**src/rtl/cam_i2c_target.sv**
```systemverilog
// I2C target engine modelling a camera sensor control port: 7-bit device address,
// 16-bit auto-incrementing register pointer, 8-bit data, single-cycle register strobes.
module cam_i2c_target #(
   parameter logic [6:0]  DEV_ADDR = 7'h36,
   parameter int unsigned FILTER   = 3
) (
   input  logic        sys_clk,
   input  logic        reset,
   input  logic        scl_in,
   input  logic        sda_in,
   output logic        sda_oe,
   output logic [15:0] reg_addr,
   output logic [7:0]  reg_wdata,
   output logic        reg_we,
   output logic        reg_rd,
   input  logic [7:0]  reg_rdata,
   output logic        bus_active,
   output logic        selected
);

   localparam logic [3:0] ST_IDLE       = 4'd0;
   localparam logic [3:0] ST_DEVADDR    = 4'd1;
   localparam logic [3:0] ST_ACK_DEV_W  = 4'd2;
   localparam logic [3:0] ST_ACK_DEV_R  = 4'd3;
   localparam logic [3:0] ST_PTR_HI     = 4'd4;
   localparam logic [3:0] ST_PTR_LO     = 4'd5;
   localparam logic [3:0] ST_WRITE_BYTE = 4'd6;
   localparam logic [3:0] ST_READ_BYTE  = 4'd7;
   localparam logic [3:0] ST_IGNORE     = 4'd8;

   // Index 0 = SCL, index 1 = SDA through synchronizer and stability filter.
   logic [1:0] sync1_q, sync2_q, filt_q, filt_prev_q;
   logic [3:0] fcnt_q [2];

   always_ff @(posedge sys_clk) begin
      if (reset) begin
         sync1_q     <= '1;
         sync2_q     <= '1;
         filt_q      <= '1;
         filt_prev_q <= '1;
         fcnt_q[0]   <= '0;
         fcnt_q[1]   <= '0;
      end else begin
         sync1_q     <= {sda_in, scl_in};
         sync2_q     <= sync1_q;
         filt_prev_q <= filt_q;
         for (int unsigned i = 0; i < 2; i++) begin
            if (sync2_q[i] == filt_q[i]) begin
               fcnt_q[i] <= '0;
            end else if (fcnt_q[i] == 4'(FILTER - 1)) begin
               filt_q[i] <= sync2_q[i];
               fcnt_q[i] <= '0;
            end else begin
               fcnt_q[i] <= fcnt_q[i] + 4'd1;
            end
         end
      end
   end

   logic scl_f, sda_f, scl_rise, scl_fall, start_ev, stop_ev;
   assign scl_f    = filt_q[0];
   assign sda_f    = filt_q[1];
   assign scl_rise = scl_f & ~filt_prev_q[0];
   assign scl_fall = ~scl_f & filt_prev_q[0];
   assign start_ev = ~sda_f & filt_prev_q[1] & scl_f;
   assign stop_ev  = sda_f & ~filt_prev_q[1] & scl_f;

   logic [3:0]  state_q, state_d, bit_cnt_q, bit_cnt_d;
   logic        ack_q, ack_d, sda_oe_q, sda_oe_d, reg_we_q, reg_we_d, reg_rd_q, reg_rd_d;
   logic        rd_pend_q, rd_pend_d, bus_active_q, bus_active_d, selected_q, selected_d;
   logic [7:0]  shift_q, shift_d, wdata_q, wdata_d, rdata_q, rdata_d, byte_in;
   logic [15:0] ptr_q, ptr_d;

   assign byte_in = {shift_q[6:0], sda_f};

   always_comb begin
      state_d      = state_q;
      bit_cnt_d    = bit_cnt_q;
      ack_d        = ack_q;
      shift_d      = shift_q;
      ptr_d        = ptr_q;
      sda_oe_d     = sda_oe_q;
      wdata_d      = wdata_q;
      rdata_d      = rdata_q;
      bus_active_d = bus_active_q;
      selected_d   = selected_q;
      reg_we_d     = 1'b0;
      reg_rd_d     = 1'b0;
      rd_pend_d    = reg_rd_q;
      if (rd_pend_q) rdata_d = reg_rdata;
      if (reg_we_q)  ptr_d = ptr_q + 16'd1;

      if (stop_ev) begin
         state_d      = ST_IDLE;
         sda_oe_d     = 1'b0;
         bus_active_d = 1'b0;
         selected_d   = 1'b0;
      end else if (start_ev) begin
         state_d      = ST_DEVADDR;
         bit_cnt_d    = '0;
         ack_d        = 1'b0;
         bus_active_d = 1'b1;
         selected_d   = 1'b0;
      end else begin
         case (state_q)
            ST_DEVADDR: begin
               if (scl_rise) begin
                  shift_d   = byte_in;
                  bit_cnt_d = bit_cnt_q + 4'd1;
                  if (bit_cnt_q == 4'd7) begin
                     ack_d = 1'b0;
                     if (shift_q[6:0] != DEV_ADDR) begin
                        state_d = ST_IGNORE;
                     end else if (sda_f) begin
                        state_d  = ST_ACK_DEV_R;
                        reg_rd_d = 1'b1;
                     end else begin
                        state_d = ST_ACK_DEV_W;
                     end
                  end
               end
            end
            ST_ACK_DEV_W, ST_ACK_DEV_R: begin
               if (scl_fall) begin
                  if (!ack_q) begin
                     ack_d      = 1'b1;
                     sda_oe_d   = 1'b1;
                     selected_d = 1'b1;
                  end else begin
                     ack_d     = 1'b0;
                     bit_cnt_d = '0;
                     if (state_q == ST_ACK_DEV_W) begin
                        sda_oe_d = 1'b0;
                        state_d  = ST_PTR_HI;
                     end else begin
                        shift_d  = rdata_q;
                        sda_oe_d = ~rdata_q[7];
                        state_d  = ST_READ_BYTE;
                     end
                  end
               end
            end
            ST_PTR_HI, ST_PTR_LO, ST_WRITE_BYTE: begin
               if (bit_cnt_q != 4'd8) begin
                  if (scl_rise) begin
                     shift_d   = byte_in;
                     bit_cnt_d = bit_cnt_q + 4'd1;
                     if (bit_cnt_q == 4'd7 && state_q == ST_PTR_HI) ptr_d[15:8] = byte_in;
                     if (bit_cnt_q == 4'd7 && state_q == ST_PTR_LO) ptr_d[7:0]  = byte_in;
                  end
               end else if (scl_fall) begin
                  if (!ack_q) begin
                     ack_d    = 1'b1;
                     sda_oe_d = 1'b1;
                     if (state_q == ST_WRITE_BYTE) begin
                        reg_we_d = 1'b1;
                        wdata_d  = shift_q;
                     end
                  end else begin
                     ack_d     = 1'b0;
                     sda_oe_d  = 1'b0;
                     bit_cnt_d = '0;
                     state_d   = (state_q == ST_PTR_HI) ? ST_PTR_LO : ST_WRITE_BYTE;
                  end
               end
            end
            ST_READ_BYTE: begin
               // bit_cnt 8 = awaiting initiator ACK clock, 9 = ACKed, reload on next fall
               if (scl_rise) begin
                  if (bit_cnt_q < 4'd8) begin
                     bit_cnt_d = bit_cnt_q + 4'd1;
                  end else if (bit_cnt_q == 4'd8) begin
                     if (!sda_f) begin
                        ptr_d     = ptr_q + 16'd1;
                        reg_rd_d  = 1'b1;
                        bit_cnt_d = 4'd9;
                     end else begin
                        state_d = ST_IGNORE;
                     end
                  end
               end else if (scl_fall) begin
                  if (bit_cnt_q < 4'd8) begin
                     shift_d  = {shift_q[6:0], 1'b0};
                     sda_oe_d = ~shift_q[6];
                  end else if (bit_cnt_q == 4'd8) begin
                     sda_oe_d = 1'b0;
                  end else begin
                     shift_d   = rdata_q;
                     sda_oe_d  = ~rdata_q[7];
                     bit_cnt_d = '0;
                  end
               end
            end
            default: ;
         endcase
      end
   end

   always_ff @(posedge sys_clk) begin
      if (reset) begin
         state_q      <= ST_IDLE;
         bit_cnt_q    <= '0;
         ack_q        <= 1'b0;
         shift_q      <= '0;
         ptr_q        <= '0;
         sda_oe_q     <= 1'b0;
         wdata_q      <= '0;
         rdata_q      <= '0;
         reg_we_q     <= 1'b0;
         reg_rd_q     <= 1'b0;
         rd_pend_q    <= 1'b0;
         bus_active_q <= 1'b0;
         selected_q   <= 1'b0;
      end else begin
         state_q      <= state_d;
         bit_cnt_q    <= bit_cnt_d;
         ack_q        <= ack_d;
         shift_q      <= shift_d;
         ptr_q        <= ptr_d;
         sda_oe_q     <= sda_oe_d;
         wdata_q      <= wdata_d;
         rdata_q      <= rdata_d;
         reg_we_q     <= reg_we_d;
         reg_rd_q     <= reg_rd_d;
         rd_pend_q    <= rd_pend_d;
         bus_active_q <= bus_active_d;
         selected_q   <= selected_d;
      end
   end

   assign sda_oe     = sda_oe_q;
   assign reg_addr   = ptr_q;
   assign reg_wdata  = wdata_q;
   assign reg_we     = reg_we_q;
   assign reg_rd     = reg_rd_q;
   assign bus_active = bus_active_q;
   assign selected   = selected_q;

endmodule

```
**config.mk**
```make
export PLATFORM = sky130hd
export DESIGN_NAME = cam_i2c_target
export DESIGN_NICKNAME = d
export VERILOG_FILES = /design/src/rtl/cam_i2c_target.sv
export SDC_FILE = /design/constraint.sdc
export NUM_CORES = 1
export LEC_CHECK = 0
export CELL_PAD_IN_SITES_DETAIL_PLACEMENT = 2
export CELL_PAD_IN_SITES_GLOBAL_PLACEMENT = 2
export CORE_ASPECT_RATIO = 0.75
export CORE_MARGIN = 2
export CORE_UTILIZATION = 43
export CTS_BUF_LIST = sky130_fd_sc_hd__clkbuf_4
export CTS_CLUSTER_SIZE = 24
export DETAILED_ROUTE_END_ITERATION = 16
export DONT_BUFFER_PORTS = 1
export GPL_ROUTABILITY_DRIVEN = 0
export PLACE_DENSITY_LB_ADDON = 0.1
export RECOVER_POWER = 50
export SETUP_SLACK_MARGIN = 0.1
export SKIP_CTS_REPAIR_TIMING = 1
export SYNTH_ARGS = -nofsm -noshare
export SYNTH_HDL_FRONTEND = slang
export SYNTH_SLANG_ARGS = --single-unit
```
**constraint.sdc**
```tcl
create_clock -name sys_clk -period 4.35 [get_ports sys_clk]
set_clock_uncertainty 0.2 [all_clocks]
set_input_delay 1.0875 -clock sys_clk [delete_from_list [all_inputs] [get_ports sys_clk]]
set_output_delay 1.0875 -clock sys_clk [all_outputs]
set_load 0.02 [all_outputs]
```
* After elaboration in Yosys (flattened, before gate mapping) *
Memories as Yosys holds them, arrays and structs flattened.
Index checks and enable logic that the tools add are counted.

cells by class
  shift-type cells = 0
  divide/modulo/power cells = 0
  reduce and logical (&&, ||, !) cells = 21
  bitwise gates (word level) = 26
  add/sub/neg operators = 4
  mux-type cells = 109
  multiply operators = 0
  equal/unequal tests = 47
  magnitude comparators = 1

operators with widths
  kind                     count
  $mux W16                 9
  $mux W4                  30
  $mux W8                  11
  $mux W1                  50
  $ne A3 B3 Y1 const B     12
  $pmux W16 S2             1
  $pmux W4 S4              2
  $pmux W8 S4              1
  $ne A2 B2 Y1 const B     15
  $reduce_and A12 Y1       2
  $reduce_and A7 Y1        3
  $eq A4 B3 Y1 const B     5
  $add A16 B1 Y16 const B  1
  $eq A4 B2 Y1 const B     4
  $ne A4 B4 Y1 const B     4
  $not A1 Y1               14
  $add A4 B1 Y4 const B    3
  $ne A5 B5 Y1 const B     2
  $reduce_and A10 Y1       1
  $reduce_bool A4 Y1       2
  $ne A7 B6 Y1 const B     1
  $reduce_or A7 Y1         1
  $and A1 B1 Y1            6
  $or A1 B1 Y1             6
  other kinds (15)         22

word-level totals
  bits in latches = 0
  RAM bits = 8
  bits in read-only memories = 0
  memories kept = 1
  bits in registers = 63
  word-level logic and storage cells = 228
  output and inout bits = 29

memory list
  memory  words  width  read ports  clocked after memory_dff  wr ports  line  text
  fcnt_q  2      4      2           0                         2         33    logic [3:0] fcnt_q [2];

* Longest topological paths before layout *
Gate-level depths: netlist of the first run.

  depth after elaboration = 9
  depth in mapped cells = 9
  mapped depth without buffers = 7

* Worst setup path before layout of the first run *
Ideal clock, no wire load.

  path kind = input-to-reg
  from = input reset
  to = register bit_cnt_q[1]
  arrival = 2.323 ns
  cell stages on the path = 6
  data required time = 4.067 ns
  slack = 1.744 ns
  buffers on the path = 1
  cells stage by stage = clkbuf_1 > clkinv_1 > o21ai_1 > a311o_1 > or3_1 > o221ai_1

RTL lines
  element               line  text
  from (decl)           8     input logic reset,
  to (signal assigned)  216   bit_cnt_q <= bit_cnt_d;
  to (decl)             68    logic [3:0] state_q, state_d, bit_cnt_q, bit_cnt_d;

* Final worst setup path of the first run *
  from = register filt_q[0]
  to = register ptr_q[5], in the netlist reg_addr[5]

on the way
  cells in the longest elaborated chain, start to end = 6
  elaborated cells on any way between the ends = 9
  those cells by class = 6 x mux; 3 x bitwise

RTL lines
  element                            line  text
  from (decl)                        32    logic [1:0] sync1_q, sync2_q, filt_q, filt_prev_q;
  from (signal, indexed assignment)  51    filt_q[i] <= sync2_q[i];
  $and A1 B1 Y1                      63    assign scl_rise = scl_f & ~filt_prev_q[0];
  $mux W16                           145   if (scl_rise) begin
  $mux W16                           144   if (bit_cnt_q != 4'd8) begin
  $pmux W16 S2                       105   case (state_q)
  $mux W16                           98    end else if (start_ev) begin
  $mux W16 *                         93    if (stop_ev) begin
  to (signal assigned)               219   ptr_q <= ptr_d;
  to (decl)                          72    logic [15:0] ptr_q, ptr_d;

Every way passes the cells marked *; elsewhere a longest branch is shown, timed or not.
A chain may end at the register's enable or synchronous reset.

==> flow_summary.json, run 1 <==
{
  "status": "complete, no violations",
  "totalWireLength_mm": 16.66,
  "fp.dieW_um": 123.0,
  "insertion_delay_ps": 470,
  "routed_via_density": 6.592,
  "crit_path_top_delay_cell": "ha_1",
  "globalRouteTotalUtil": 0.2995,
  "path_class": "register to register",
  "wl_per_cell_um": 24.54,
  "io_pins": 41,
  "synth_cell_type_count": 74,
  "fp.dieH_um": 93.22,
  "worst_slew_pin_slew_ps": 1146,
  "power.density_nw_per_um2": 242.8,
  "rsz0062_at_grt": "false",
  "fmax_mhz": 283.8,
  "hold_viol": 0,
  "cts_inserted_buffers": 9,
  "cts_max_path_buffers": 2,
  "drt_iter0_drc": 318,
  "switching_power_mw": 0.3415,
  "post_dp_cell_area_um2": 4632,
  "syn_avg_cell_area_um2": 8.192,
  "setup_violations": 0,
  "min_path_cells": 1,
  "worstPathRequired_ps": 4520,
  "power_mw": 1.154,
  "finalCritPeriodShare": 0.8100,
  "synth_area_um2": 4563,
  "relSlewSlack": 0.2278,
  "combPwrFrac": 0.046,
  "fin_tns_setup_ps": 0,
  "nets": 560,
  "pwr-share-clk": 0.359,
  "ys_ff_latch": 71,
  "p_seq_frac": 0.595,
  "async_reset_ff_frac": 0,
  "synthFlopType": "dfxtp_1",
  "cts_sinks": 71,
  "initial_utilization": 0.4435,
  "coreArea_um2": 10290,
  "sw_frac_of_total": 0.2958,
  "yosys_warnings": 0,
  "grt_max_degree": 55,
  "drive_gt1_frac": 0.06814,
  "crit_chain": "ha_1 > nand4b_1 > or3_1 > o21ai_1 > a21oi_1 > o311a_1",
  "p_leak_nw": 1.644,
  "grt_overflow": 0,
  "dp_hpwl_mm": 11.74,
  "maxCapViolations": 0,
  "drc": 0,
  "ir_drop_uv": 150.1,
  "syn_inst": 557,
  "clockRootBuffer": "clkbuf_4",
  "cts_tree": "built",
  "hp-class": "register to register",
  "dieArea_um2": 11460,
  "detail-route-antenna-nets": 0,
  "timing.final.crit_period_ps": 3523,
  "stdcell_area_um2": 4753,
  "cts.htree.levels": 3,
  "synthToLayoutAreaGrowth_pct": 4.168,
  "grt_pass1_vias": 4532,
  "synth_edf_count": 8,
  "worst-path-max-fanout": 20,
  "max_stage_delay_ps": 680,
  "ys_seq_area_frac": 0.3290,
  "maxSlewViolCount": 0,
  "first_pass_iters": 5,
  "r2r_cells": 6,
  "p_int_mw": 0.8128,
  "endpoint_kind": "register",
  "diodes": 0,
  "timing.critical_path.arrival_ps": 3690,
  "cp-start-kind": "register",
  "path_clk_slew_ps": 140,
  "grt_pass1_wl_mm": 26.16,
  "placementRows": 32,
  "antenna_found_initial": 0,
  "port_buffers": 0,
  "via_count": 4476
}
-- final timing paths --
kind / start / to / slack, ps
setup / recovery: filt_q[0]$_SDFFE_PP1P_ / reg_addr[5]$_SDFF_PP0_ / 830
hold / removal: sync1_q[1]$_SDFF_PP1_ / sync2_q[1]$_SDFF_PP1_ / 230
setup reg to reg: filt_q[0]$_SDFFE_PP1P_ / reg_addr[5]$_SDFF_PP0_ / 830
hold reg to reg: sync1_q[1]$_SDFF_PP1_ / sync2_q[1]$_SDFF_PP1_ / 230
-- worst max-delay path: cells and delay by family, from the launching register on --
family	cells	cell delay [ps]
flip-flops	1	550
adder cells (fa/ha/maj)	1	680
AO/OA/AOI/OAI	3	650
AND/OR/NAND/NOR	2	1350
-- stage by stage --
step	cells	hold WS [ps]	util	setup WS (ps)
detailed placement	663	206.0	0.4501	1050
global placement	663	199.2	0.4501	1218
global route	679	254.4	0.4619	534.5
finish	679	232.0	0.4619	826.6
floorplan	564	189.5	-	1744
CTS	679	238.1	0.4619	853.0
-- power by group through the flow --
| stage | clock network [mW] | logic [mW] | registers [mW] |
|---|---|---|---|
| floorplan | 0 | 0.0475 | 0.694 |
| global placement | 0 | 0.0494 | 0.699 |
| detailed placement | 0 | 0.0522 | 0.700 |
| CTS | 0.424 | 0.0532 | 0.686 |
| global route | 0.448 | 0.0586 | 0.688 |
| finish | 0.415 | 0.0533 | 0.686 |
-- cells in the final DEF (no fill, tap or decap), types with 4 or more instances in the layout --
cell type	Yosys	layout
a211oi_1	17	17
a21oi_1	32	32
a311oi_1	4	4
a31oi_1	6	6
and3_1	5	5
buf_4	0	7
clkbuf_4	0	9
conb_1	1	8
dfxtp_1	63	63
edfxtp_1	8	8
ha_1	10	10
inv_1	13	13
mux2i_1	23	23
nand2_1	31	31
nand2b_1	8	8
nand3_1	20	20
nand4_1	6	6
nand4b_1	5	5
nor2_1	62	62
nor2b_1	4	4
nor3_1	17	17
nor3b_1	5	5
nor4_1	8	8
o211ai_1	4	4
o21ai_0	23	24
o21ai_1	5	4
o311a_1	6	6
o31a_1	4	4
o32ai_1	5	5
or2_2	4	4
or3_1	13	13
xnor2_1	14	14
xor2_1	9	9
-- cell type report --
| class | count | area, um2 |
|---|---|---|
| timing repair buffer | 7 | 52.55 |
| clock inverter | 7 | 53.80 |
| inverter | 14 | 52.55 |
| multi-input combinational | 435 | 2855 |
| sequential | 71 | 1501 |
| fill | 1151 | 5537 |
| tap | 136 | 170.2 |
| clock buffer | 9 | 67.56 |
-- layer usage --
metal	part of all wire	track usage	routed length (um)
met2	0.47	0.4839	7798
met5	0	0	0
met3	0.055	0.04695	924
met4	0.011	0.07471	185
met1	0.47	0.4164	7756
-- sequential cells by signal, indices dropped and copies added, names as in the netlist --
name         cells
sync1_q          2
filt_prev_q      2
rd_pend_q        1
bit_cnt_q        4
shift_q          8
reg_wdata        8
reg_rd           1
sda_oe           1
state_q          4
rdata_q          8
bus_active       1
fcnt_q           8
filt_q           2
selected         1
sync2_q          2
ack_q            1
reg_we           1
reg_addr        16
-- synth_stat cells (12+ instances only) --
library cell  instances  area, um2
a211oi_1             17      127.6
inv_1                13      48.80
nor2_1               62      232.7
xnor2_1              14      122.6
nand2_1              31      116.4
dfxtp_1              63       1261
or3_1                13      81.33
mux2i_1              23      230.2
nor3_1               17      85.08
a21oi_1              32      160.2
buf_2                12      60.06
clkbuf_1             30      112.6
nand3_1              20      100.1
o21ai_0              23      115.1
-- logic make-up after synthesis --
logic type               after synthesis  synth area share
adder cells (fa/ha/maj)               10           0.02742
AND/OR/NAND/NOR                      210            0.2451
other                                  1         0.0008218
flip-flops                            71            0.3290
XOR/XNOR                              23           0.04415
AO/OA/AOI/OAI                        159            0.2471
buffers and inverters                 58           0.05100
multiplexers                          25           0.05539
(Power assumes the default switching activity.)
==> run 2: changes to the inputs <==
- CORE_UTILIZATION: 43 -> 40
- clock period: 4.35 -> 3.5 ns (I/O delays scaled with it)
==> flow_summary.json, run 2 (synthesis gave the netlist of run 1 again) <==
{
  "status": "complete, no violations",
  "multiInputGateArea_um2": 2855,
  "fin_hold_ws_ps": 241.6,
  "fmax_mhz": 324.5,
  "power_mw": 1.481,
  "layout_common_cells": "dfxtp_1 (63), nor2_1 (62), a21oi_1 (32), nand2_1 (31), o21ai_0 (24)",
  "first_pass_iters": 4,
  "timing.critical_path.arrival_ps": 3230,
  "p_leak_nw": 1.724,
  "cts.htree.levels": 3,
  "worst-path-max-fanout": 13,
  "port_buffers": 0,
  "fin_tns_setup_ps": 0,
  "maxCapViolations": 0,
  "final-seq-area_um2": 1501,
  "clockRootBuffer": "clkbuf_4",
  "routed_via_density": 6.516,
  "path_clk_slew_ps": 150,
  "nFillCells": 1219,
  "grt_max_degree": 55,
  "cp-start-kind": "register",
  "place_inst": 683,
  "coreArea_um2": 11020,
  "setup_violations": 0,
  "insertion_delay_ps": 470,
  "maxSlewViolCount": 0,
  "cts_inserted_buffers": 9,
  "rsz0062_at_grt": "false",
  "dp_hpwl_mm": 12.12,
  "cts_max_path_buffers": 2,
  "wl_per_cell_um": 24.14,
  "hold_viol": 0,
  "finalCritPeriodShare": 0.8804,
  "crit_path_top_delay_cell": "o21ai_0",
  "drc": 0,
  "placementRows": 33,
  "hp-class": "register to register",
  "fp.dieH_um": 96.50,
  "grt_overflow": 0,
  "diodes": 0,
  "globalRouteTotalUtil": 0.2833,
  "power.density_nw_per_um2": 303.0,
  "dieArea_um2": 12290,
  "final_util": 0.4433,
  "final_common_cell": "dfxtp_1",
  "initial_utilization": 0.4139,
  "synthToLayoutAreaGrowth_pct": 7.102,
  "ir_drop_uv": 146.5,
  "largest_register_ffs": 16,
  "drt_iter0_drc": 317,
  "endpoint_kind": "register",
  "worstPathRequired_ps": 3650,
  "cts_tree": "built",
  "io_pins": 41,
  "timing.final.crit_period_ps": 3081,
  "grt_pass1_wl_mm": 26.76,
  "relSlewSlack": 0.2942,
  "worst_slew_pin_slew_ps": 1048,
  "max_stage_delay_ps": 870,
  "fp.dieW_um": 127.3,
  "totalWireLength_mm": 16.87,
  "path_class": "register to register",
  "final_cells": 699,
  "detail-route-antenna-nets": 0,
  "antenna_found_initial": 0,
  "grt_pass1_vias": 4779,
  "cts_sinks": 71,
  "crit_chain": "clkbuf_1 > xnor2_1 > o21ai_0 > a311o_1 > nand3b_1 > o221ai_1",
  "nets": 576,
  "via_count": 4555,
  "drive_gt1_frac": 0.08945
}
-- run 2: changes by cell type in the layout (fill, tap and decap cells not counted) --
cell / delta
buf_4: +13
clkbuf_1: +3
inv_8: +2
clkinv_2: -1
clkinv_4: -1
clkinv_8: +1
clkinvlp_4: -1
inv_4: -1
inv_6: +1
-- run 2: report_power, final --
group / internal (mW) / switching [mW] / total [mW] / leakage (nW)
Combinational: 0.0253 / 0.0457 / 0.0709 / 1.05
Sequential: 0.835 / 0.0155 / 0.850 / 0.591
Clock: 0.170 / 0.390 / 0.560 / 0.0781
-- run 2: worst max-delay path: cells and delay by family (launching register included) --
kind	cells	cell delay [ps]
compound gates	3	1390
buf+inv	1	560
flops	1	360
xor+xnor	1	280
simple gates	1	160
-- run 2: cell type report --
cell class	count	area share
clock buffers	9	0.01382
clock inverters	7	0.01510
inverters	14	0.01075
multi-input cells	435	0.5842
flip-flops and latches	71	0.3072
well taps	140	0.03584
repair buffers	23	0.03303
-- run 2: worst paths after layout --
check	startpoint	endpoint	slack, ps	cells after the start
worst max-delay path	filt_q[1]$_SDFFE_PP1P_	bit_cnt_q[2]$_SDFFE_PP0P_	420	6
worst min-delay path	sync1_q[1]$_SDFF_PP1_	sync2_q[1]$_SDFF_PP1_	240	1
worst max register to register	filt_q[1]$_SDFFE_PP1P_	bit_cnt_q[2]$_SDFFE_PP0P_	420	6
worst min register to register	sync1_q[1]$_SDFF_PP1_	sync2_q[1]$_SDFF_PP1_	240	1
-- run 2: routing by layer --
metal / up-vias / track usage / share of wire
li1: 2084 / - / -
met1: 2301 / 0.3748 / 0.46
met2: 143 / 0.4697 / 0.46
met3: 27 / 0.06167 / 0.062
met4: 0 / 0.08150 / 0.018
met5: - / 0 / 0
-- run 2: per-stage QoR --
| step | setup WS [ps] | cell area [um2] |
|---|---|---|
| final | 418.7 | 4887 |
| after global routing | 282.7 | 4887 |
| after CTS | 530.2 | 4898 |
| after detailed placement | 616.5 | 4757 |
| after global placement | 731.1 | 4757 |
| after floorplan | 1025 | 4589 |
==> run 3: changes to the inputs <==
- BUFFER_PORTS_ARGS: not set -> -buffer_cell sky130_fd_sc_hd__buf_2
- CORE_MARGIN: 2 -> 4
- CORE_UTILIZATION: 40 -> 34
- DONT_BUFFER_PORTS: 1 -> not set
- clock period: 3.5 -> 2.5 ns (I/O delays scaled with it)
==> flow_summary.json, run 3 (synthesis gave the netlist of run 1 again) <==
{
  "drive_gt1_frac": 0.2047,
  "timing.final.crit_period_ps": 2386,
  "fp.dieH_um": 108.3,
  "path_class": "register to register",
  "cts_max_path_buffers": 2,
  "detail-route-antenna-nets": 0,
  "cts_inserted_buffers": 9,
  "grt_max_degree": 36,
  "place_inst": 785,
  "clockRootBuffer": "clkbuf_4",
  "first_pass_iters": 5,
  "wl_per_cell_um": 22.63,
  "diodes": 0,
  "maxSlewViolCount": 0,
  "routed_via_density": 5.940,
  "placementRows": 36,
  "antenna_found_initial": 0,
  "insertion_delay_ps": 470,
  "nFillCells": 1530,
  "largest_register_ffs": 16,
  "path_clk_slew_ps": 140,
  "layout_common_cells": "nor2_1 (61), buf_4 (57), dfxtp_1 (56), a21oi_1 (32), nand2_1 (30)",
  "via_count": 4817,
  "worstPathRequired_ps": 2680,
  "switching_power_mw": 0.6193,
  "fin_tns_setup_ps": 0,
  "worst-path-max-fanout": 4,
  "grt_pass1_vias": 5108,
  "cp-start-kind": "register",
  "grt_overflow": 0,
  "finalCritPeriodShare": 0.9545,
  "endpoint_kind": "register",
  "rsz0062_at_grt": "false",
  "dp_hpwl_mm": 13.60,
  "coreArea_um2": 13060,
  "drt_iter0_drc": 334,
  "grt_pass1_wl_mm": 29.24,
  "combPwrFrac": 0.063,
  "globalRouteTotalUtil": 0.2438,
  "io_pins": 41,
  "dieArea_um2": 15360,
  "power.density_nw_per_um2": 406.4,
  "drc": 0,
  "final_cells": 811,
  "cts_sinks": 71,
  "hp-class": "input port to register",
  "ir_drop_uv": 191.6,
  "fp.dieW_um": 141.8,
  "port_buffers": 40,
  "maxCapViolations": 0,
  "synthToLayoutAreaGrowth_pct": 21.72,
  "fmax_mhz": 419.1,
  "totalWireLength_mm": 18.35,
  "pwr-share-clk": 0.411,
  "sw_frac_of_total": 0.2744,
  "hold_viol": 0,
  "p_int_mw": 1.638,
  "initial_utilization": 0.3493,
  "cts.htree.levels": 3,
  "setup_violations": 0,
  "timing.critical_path.arrival_ps": 2570,
  "p_leak_nw": 2.071,
  "worst_slew_pin_slew_ps": 990.7,
  "nets": 657,
  "relSlewSlack": 0.3395,
  "cts_tree": "built",
  "p_seq_frac": 0.526,
  "final_common_cell": "nor2_1",
  "status": "complete, no violations"
}
[run 3: cell type report]
class                           count  area [um2]  share of cell area
Multi-Input combinational cell    435        2932              0.5278
Sequential cell                    71        1513              0.2724
Timing Repair Buffer              104       668.1              0.1203
Tap cell                          171       214.0             0.03852
Clock inverter                      7       102.6             0.01847
Clock buffer                        9       67.56             0.01216
Inverter                           14       57.56             0.01036
[run 3: power groups by stage]
stage | clock, mW | sequential (mW) | combinational (mW)
floorplan | 0 | 1.21 | 0.0829
global placement | 0 | 1.21 | 0.135
detailed placement | 0 | 1.21 | 0.140
CTS | 0.947 | 1.19 | 0.141
global route | 1.00 | 1.19 | 0.158
finish | 0.927 | 1.19 | 0.143
[run 3: per-layer routing]
| layer | GRT usage | routed length (um) |
|---|---|---|
| met5 | 0 | 0 |
| met4 | 0.05068 | 155 |
| met3 | 0.04067 | 758 |
| met2 | 0.3988 | 8521 |
| met1 | 0.3399 | 8914 |
[run 3: path summary, 6_finish.rpt]
path	depth (start not counted)	slack [ps]	to	from
worst max register to register	7	110	bit_cnt_q[0]$_SDFFE_PP0P_	bit_cnt_q[0]$_SDFFE_PP0P_
worst min register to register	1	230	sync2_q[1]$_SDFF_PP1_	sync1_q[1]$_SDFF_PP1_
worst min-delay path	2	160	sync1_q[0]$_SDFF_PP1_	scl_in
worst max-delay path	7	110	bit_cnt_q[0]$_SDFFE_PP0P_	bit_cnt_q[0]$_SDFFE_PP0P_
[run 3: worst max-delay path, stage by stage, from the launching register on]
cell and delay, ps:
dfxtp_4 390, inv_4 60, ha_4 140, or3b_1 360, a311o_1 340, a311o_1 330
or3_1 420, o221ai_2 70
[run 3: per-stage QoR]
stage	hold WS (ps)	power [mW]	setup slack, ps	util	cell area (um2)
floorplan	189.5	1.290	111.1	-	4591
global placement	199.8	1.344	53.43	0.4012	5241
detailed placement	200.3	1.351	5.593	0.4012	5241
CTS	131.4	2.275	-21.50	0.4143	5411
global route	140.3	2.348	24.92	0.4252	5554
finish	161.0	2.257	113.8	0.4252	5554
